### src/rtl/mem_bus_arbiter.sv
// Arbitrates the ibus (fetch) and dbus (load/store) masters onto one single-ported memory port.
// Latency: request seen at T -> O_mem_req at T+1, earliest ready at T+2, next grant decision at T+3.
// Backpressure: masters hold requests until their ready pulse; memory acks or the watchdog ends a transaction.
// Optional feature macro: ARB_ROUND_ROBIN_EN (alternate ties between masters; default dbus wins ties).
module mem_bus_arbiter #(
    parameter int                ADDR_W   = 32,
    parameter int                DATA_W   = 32,
    parameter int                MASK_W   = 4,
    parameter int                TIMEOUT  = 16,
    parameter logic [DATA_W-1:0] ERR_DATA = 32'hDEAD_BEEF
) (
    input  logic              clk,
    input  logic              rst,
    input  logic              I_ibus_req,
    input  logic [ADDR_W-1:0] I_ibus_addr,
    output logic [DATA_W-1:0] O_ibus_data,
    output logic              O_ibus_ready,
    input  logic              I_dbus_req,
    input  logic              I_dbus_we,
    input  logic [ADDR_W-1:0] I_dbus_addr,
    input  logic [DATA_W-1:0] I_dbus_data,
    input  logic [MASK_W-1:0] I_dbus_mask,
    output logic [DATA_W-1:0] O_dbus_data,
    output logic              O_dbus_ready,
    output logic              O_mem_req,
    output logic              O_mem_we,
    output logic [ADDR_W-1:0] O_mem_addr,
    output logic [DATA_W-1:0] O_mem_data,
    output logic [MASK_W-1:0] O_mem_mask,
    input  logic              I_mem_ack,
    input  logic [DATA_W-1:0] I_mem_data,
    output logic              O_bus_err
);

    localparam int               CNT_W    = (TIMEOUT > 1) ? $clog2(TIMEOUT) : 1;
    localparam logic [CNT_W-1:0] WDOG_MAX = CNT_W'(TIMEOUT - 1);

    typedef enum logic [1:0] {
        ST_IDLE = 2'd0,
        ST_BUSY = 2'd1,
        ST_RESP = 2'd2
    } state_t;

    state_t           r_state;
    state_t           w_next_state;
    logic             r_owner_dbus;
    logic [CNT_W-1:0] r_wdog;

    logic w_grant_dbus;
    logic w_start;
    logic w_ack;
    logic w_timeout;
    logic w_done;

`ifdef ARB_ROUND_ROBIN_EN
    logic r_last_dbus;

    // Remember which master won the last grant so the other one wins the next tie.
    always_ff @(posedge clk) begin
        if (rst) begin
            r_last_dbus <= 1'b0;
        end else if (w_start) begin
            r_last_dbus <= w_grant_dbus;
        end
    end
`endif

    // State register.
    always_ff @(posedge clk) begin
        if (rst) begin
            r_state <= ST_IDLE;
        end else begin
            r_state <= w_next_state;
        end
    end

    // Next-state logic: requests only sampled in IDLE; BUSY ends on ack or watchdog expiry.
    always_comb begin
        w_next_state = r_state;
        case (r_state)
            ST_IDLE: if (w_start) w_next_state = ST_BUSY;
            ST_BUSY: if (w_done)  w_next_state = ST_RESP;
            ST_RESP: w_next_state = ST_IDLE;
            default: w_next_state = ST_IDLE;
        endcase
    end

    // Output-side decode: winner selection and the BUSY completion conditions.
    always_comb begin
        w_grant_dbus = 1'b0;
        w_start      = 1'b0;
        w_ack        = 1'b0;
        w_timeout    = 1'b0;
`ifdef ARB_ROUND_ROBIN_EN
        w_grant_dbus = I_dbus_req & (~I_ibus_req | ~r_last_dbus);
`else
        w_grant_dbus = I_dbus_req;
`endif
        w_start   = (r_state == ST_IDLE) & (I_ibus_req | I_dbus_req);
        w_ack     = (r_state == ST_BUSY) & I_mem_ack;
        w_timeout = (r_state == ST_BUSY) & ~I_mem_ack & (r_wdog == WDOG_MAX);
        w_done    = w_ack | w_timeout;
    end

    // Registered outputs: latch the memory request on grant, route the response back on completion.
    always_ff @(posedge clk) begin
        if (rst) begin
            O_mem_req    <= 1'b0;
            O_mem_we     <= 1'b0;
            O_mem_addr   <= '0;
            O_mem_data   <= '0;
            O_mem_mask   <= '0;
            O_ibus_data  <= '0;
            O_ibus_ready <= 1'b0;
            O_dbus_data  <= '0;
            O_dbus_ready <= 1'b0;
            O_bus_err    <= 1'b0;
            r_owner_dbus <= 1'b0;
            r_wdog       <= '0;
        end else begin
            O_ibus_ready <= 1'b0;
            O_dbus_ready <= 1'b0;
            O_bus_err    <= 1'b0;
            if (w_start) begin
                O_mem_req    <= 1'b1;
                r_owner_dbus <= w_grant_dbus;
                r_wdog       <= '0;
                if (w_grant_dbus) begin
                    O_mem_we   <= I_dbus_we;
                    O_mem_addr <= I_dbus_addr;
                    O_mem_data <= I_dbus_data;
                    O_mem_mask <= I_dbus_mask;
                end else begin
                    // Fetch is read-only: never write, never enable bytes.
                    O_mem_we   <= 1'b0;
                    O_mem_addr <= I_ibus_addr;
                    O_mem_data <= '0;
                    O_mem_mask <= '0;
                end
            end
            if (r_state == ST_BUSY) begin
                if (w_done) begin
                    O_mem_req <= 1'b0;
                    O_bus_err <= w_timeout;
                    if (r_owner_dbus) begin
                        O_dbus_ready <= 1'b1;
                        O_dbus_data  <= w_ack ? I_mem_data : ERR_DATA;
                    end else begin
                        O_ibus_ready <= 1'b1;
                        O_ibus_data  <= w_ack ? I_mem_data : ERR_DATA;
                    end
                end else begin
                    r_wdog <= r_wdog + 1'b1;
                end
            end
        end
    end

endmodule

### config.mk
export PLATFORM = sky130hd
export DESIGN_NAME = mem_bus_arbiter
export DESIGN_NICKNAME = d
export VERILOG_FILES = /design/src/rtl/mem_bus_arbiter.sv
export SDC_FILE = /design/constraint.sdc
export NUM_CORES = 1
export LEC_CHECK = 0
export ABC_AREA = 1
export CORE_MARGIN = 2
export CORE_UTILIZATION = 50
export CTS_BUF_LIST = sky130_fd_sc_hd__clkbuf_8
export DETAILED_ROUTE_END_ITERATION = 6
export DONT_BUFFER_PORTS = 1
export GPL_TIMING_DRIVEN = 0
export HOLD_SLACK_MARGIN = 0.15
export SLEW_MARGIN = 20
export SYNTH_ARGS = -nofsm -noshare
export SYNTH_HDL_FRONTEND = slang
export SYNTH_SLANG_ARGS = --single-unit
export TNS_END_PERCENT = 100
### constraint.sdc
create_clock -name clk -period 2 [get_ports clk]
set_clock_uncertainty 0.2 [all_clocks]
set_input_delay 0.4 -clock clk [delete_from_list [all_inputs] [get_ports clk]]
set_output_delay 0.4 -clock clk [all_outputs]
set_load 0.05 [all_outputs]
==> impl_metrics.ini <==
[critical_path]
worstSetupPathType = input port to flop
cp_launch_type = input port
critical-path-slowest-cell = sky130_fd_sc_hd__dlygate4sd3_1
worstPathArrival_ns = 2.09
crit_path_leading_delay_family = buffers and inverters
crit_path_max_fanout = 10
critPathRequiredTime_ns = 2.19
worst_path_largest_cell_delay_ns = 0.53
critPathCaptureType = flop
critical_path.n_buffers_inverters = 4
critical_path.cell_chain = dlygate4sd3_1 > buf_2 > inv_2 > clkbuf_1 > o21ai_0 > nor2_1

[grt]
overflow = 0
grt-busiest-layer = met2
met1_usage_pct = 30.61
gr-usage-all-layers_pct = 28.39
groute.layer.met3.usage_pct = 9.158
grt_first_pass_wirelength_mm = 29.31
grt.met2_usage_pct = 50.28
number_of_antenna_violations_at_the_first_check_in_global_routing = 0
first_global_vias = 6005
maximum_number_of_pins_on_one_net_before_global_route_repair = 17

[synth]
seq_area_frac_synth_pct = 47.33
number_of_synthesized_register_bits = 144
synthesis.instances = 855
synth.lib_cells_used.distinct = 22
post_synth.cell_area_avg_sq_um = 7.124
synth_fp_nets = 994
yosysWarnings = 0
mappedNetlistArea_sq_mm = 0.006091

[floorplan]
die_y_um = 114.4
ioPinCount = 275
design.core.area_sq_mm = 0.01196
die_width_um = 114.4
row_count = 40
initial_core_util_pct = 50.92
die_area_sq_mm = 0.01308

[detailed_routing]
routed_wire_length_per_instance_um = 15.72
drt_first_iter_violations = 407
wirelength_mm = 18.53
vias_per_cell = 5.204
drtPass1Iterations = 5
final_antenna_net_count = 0
drt_drc_violations_left = 0
via_count = 6135

[power_and_ir_drop]
switching_share_pct = 35.25
vdd.ir_drop.worst_uv = 663.6
switching_power_mw = 2.536
power_report.internal_total_mw = 4.659
power.share.sequential_pct = 53.6
combinationalPowerShare_pct = 14.6
power-per-cell-area_mw_per_mm2 = 887.8
pwr-share-clk_pct = 31.8
power.leakage_nw = 3.559

[clock_tree]
tritoncts.num_buffers = 17
tritoncts = built
clock_path_buffers = 2
insertion_delay_ns = 0.45
clkTransAtPathRegs_ns = 0.08
clockRootBuffer = sky130_fd_sc_hd__clkbuf_8
clock_tree.htree_level_count = 4
cts_sinks = 144

[placement]
port-buffer-count = 0
post-place-cells = 1002
routabilityCongestion = 0.8253
place_hpwl_mm = 12.05

[timing]
final_min_period_over_clock_period_pct = 95.06
layout_min_cycle_time_ns = 1.901
fin_tns_setup_ns = 0
report.final.setup_viol = 0
relSlewSlack_pct = 60.90
fmax_mhz = 526.0
grt_setup_unrepaired = false
finalMaxSlewViolations = 0
number_of_failing_hold_endpoints_at_the_final_stage = 0
measured_slew_at_the_worst_slew_check_pin_ns = 0.5864
fin_hold_ws_ns = 0.1773

[finish]
nNetsFinal = 1158
antenna_cells_inserted = 0
area_overhead_vs_synth_pct = 33.07
final_layout_size_suffix_gt1_share_pct = 11.24
most-common-layout-cells = sky130_fd_sc_hd__nand2_1, sky130_fd_sc_hd__dfxtp_1, sky130_fd_sc_hd__dlygate4sd3_1
layout_commonest_cell = sky130_fd_sc_hd__nand2_1
layoutNonFillerInstCount = 1179

[run]
drv.max_cap_violation_count = 0

[status]
outcome = complete, no violations

[worst_hold_path]
timing.hold.worst.class = input port to flop
## tightest hold or removal path, stage by stage
cell	delay (ns)
sky130_fd_sc_hd__buf_2	0.16
sky130_fd_sc_hd__nand2_1	0.14
sky130_fd_sc_hd__a21oi_1	0.07
## path summary, 6_finish.rpt
kind	startpoint	end	slack, ns	depth (start not counted)
hold reg to reg	r_wdog[3]$_SDFF_PP0_	O_bus_err$_SDFF_PP0_	0.32	2
hold / removal	I_dbus_req	r_owner_dbus$_SDFFE_PP0P_	0.18	3
setup reg to reg	r_wdog[0]$_SDFF_PP0_	O_dbus_data[15]$_SDFFE_PP0P_	0.15	7
setup / recovery	rst	O_mem_addr[28]$_SDFFE_PP0P_	0.1	6
## state kept, by name, indices dropped and copies added (netlist names)
register / cells
O_mem_req: 1
O_ibus_data: 32
O_mem_mask: 4
r_owner_dbus: 1
O_mem_we: 1
r_wdog: 4
O_dbus_ready: 1
r_state: 2
O_mem_data: 32
O_mem_addr: 32
O_ibus_ready: 1
O_dbus_data: 32
O_bus_err: 1
## per-layer routing
layer | vias to the layer above | wire (um)
met5 | - | 0
met4 | 0 | 672
met3 | 57 | 1579
met2 | 291 | 9305
met1 | 2812 | 6974
li1 | 2975 | -
## per-stage QoR
stage / power, mW / setup WS [ns] / utilization, % / cell area (sq um)
2_1_floorplan: 4.464 / 0.3921 / - / 6091
3_3_place_gp: 4.650 / 0.1783 / 52.46 / 6275
3_5_place_dp: 4.678 / 0.1315 / 52.46 / 6275
4_1_cts: 7.177 / 0.03065 / 67.35 / 8056
5_1_grt: 7.483 / 0.02323 / 67.76 / 8105
6_report: 7.196 / 0.09884 / 67.76 / 8105
## timing repair
| action | in CTS | in global routing |
|---|---|---|
| setup endpoints to repair | 0 | 10 |
| buffers inserted | 0 | 7 |
| gates resized for setup | 0 | 3 |
| endpoints found under the hold margin | 136 | 0 |
| hold buffers | 139 | 0 |
## cell type report
class,count,area (sq um)
Fill cell,993,3856
Inverter,95,356.6
Clock inverter,14,142.6
Timing Repair Buffer,146,1444
Clock buffer,18,247.7
Multi-Input combinational cell,559,2557
Sequential cell,144,2883
Buffer,56,290.3
Tap cell,147,183.9
## synth_stat cells, drive strengths merged
cell	instances	area share (%)
nand2	259	16
dfxtp	144	47
a21oi	100	11
nor2	97	6.2
inv	95	5.9
nand3	63	5.3
buf	38	3.7
o21ai	37	3.0
clkbuf	19	1.2
ha	1	0.21
nand4	1	0.10
xnor2	1	0.14
## kinds of logic (layout without fill, tap and decap cells)
logic type / after synthesis / after routing / synth area share [%]
flops: 144 / 144 / 47.33
compound gates: 137 / 137 / 13.85
fa+ha+maj: 1 / 1 / 0.2054
simple gates: 420 / 420 / 27.75
xor+xnor: 1 / 1 / 0.1438
buf+inv: 152 / 329 / 10.72
## power by group through the flow
stage / registers (mW) / clock network, mW / logic (mW)
2_1_floorplan: 3.86 / 0 / 0.600
3_3_place_gp: 3.92 / 0 / 0.732
3_5_place_dp: 3.92 / 0 / 0.756
4_1_cts: 3.85 / 2.32 / 1.00
5_1_grt: 3.88 / 2.43 / 1.17
6_report: 3.85 / 2.29 / 1.05
Power figures use the tool's default switching activity.
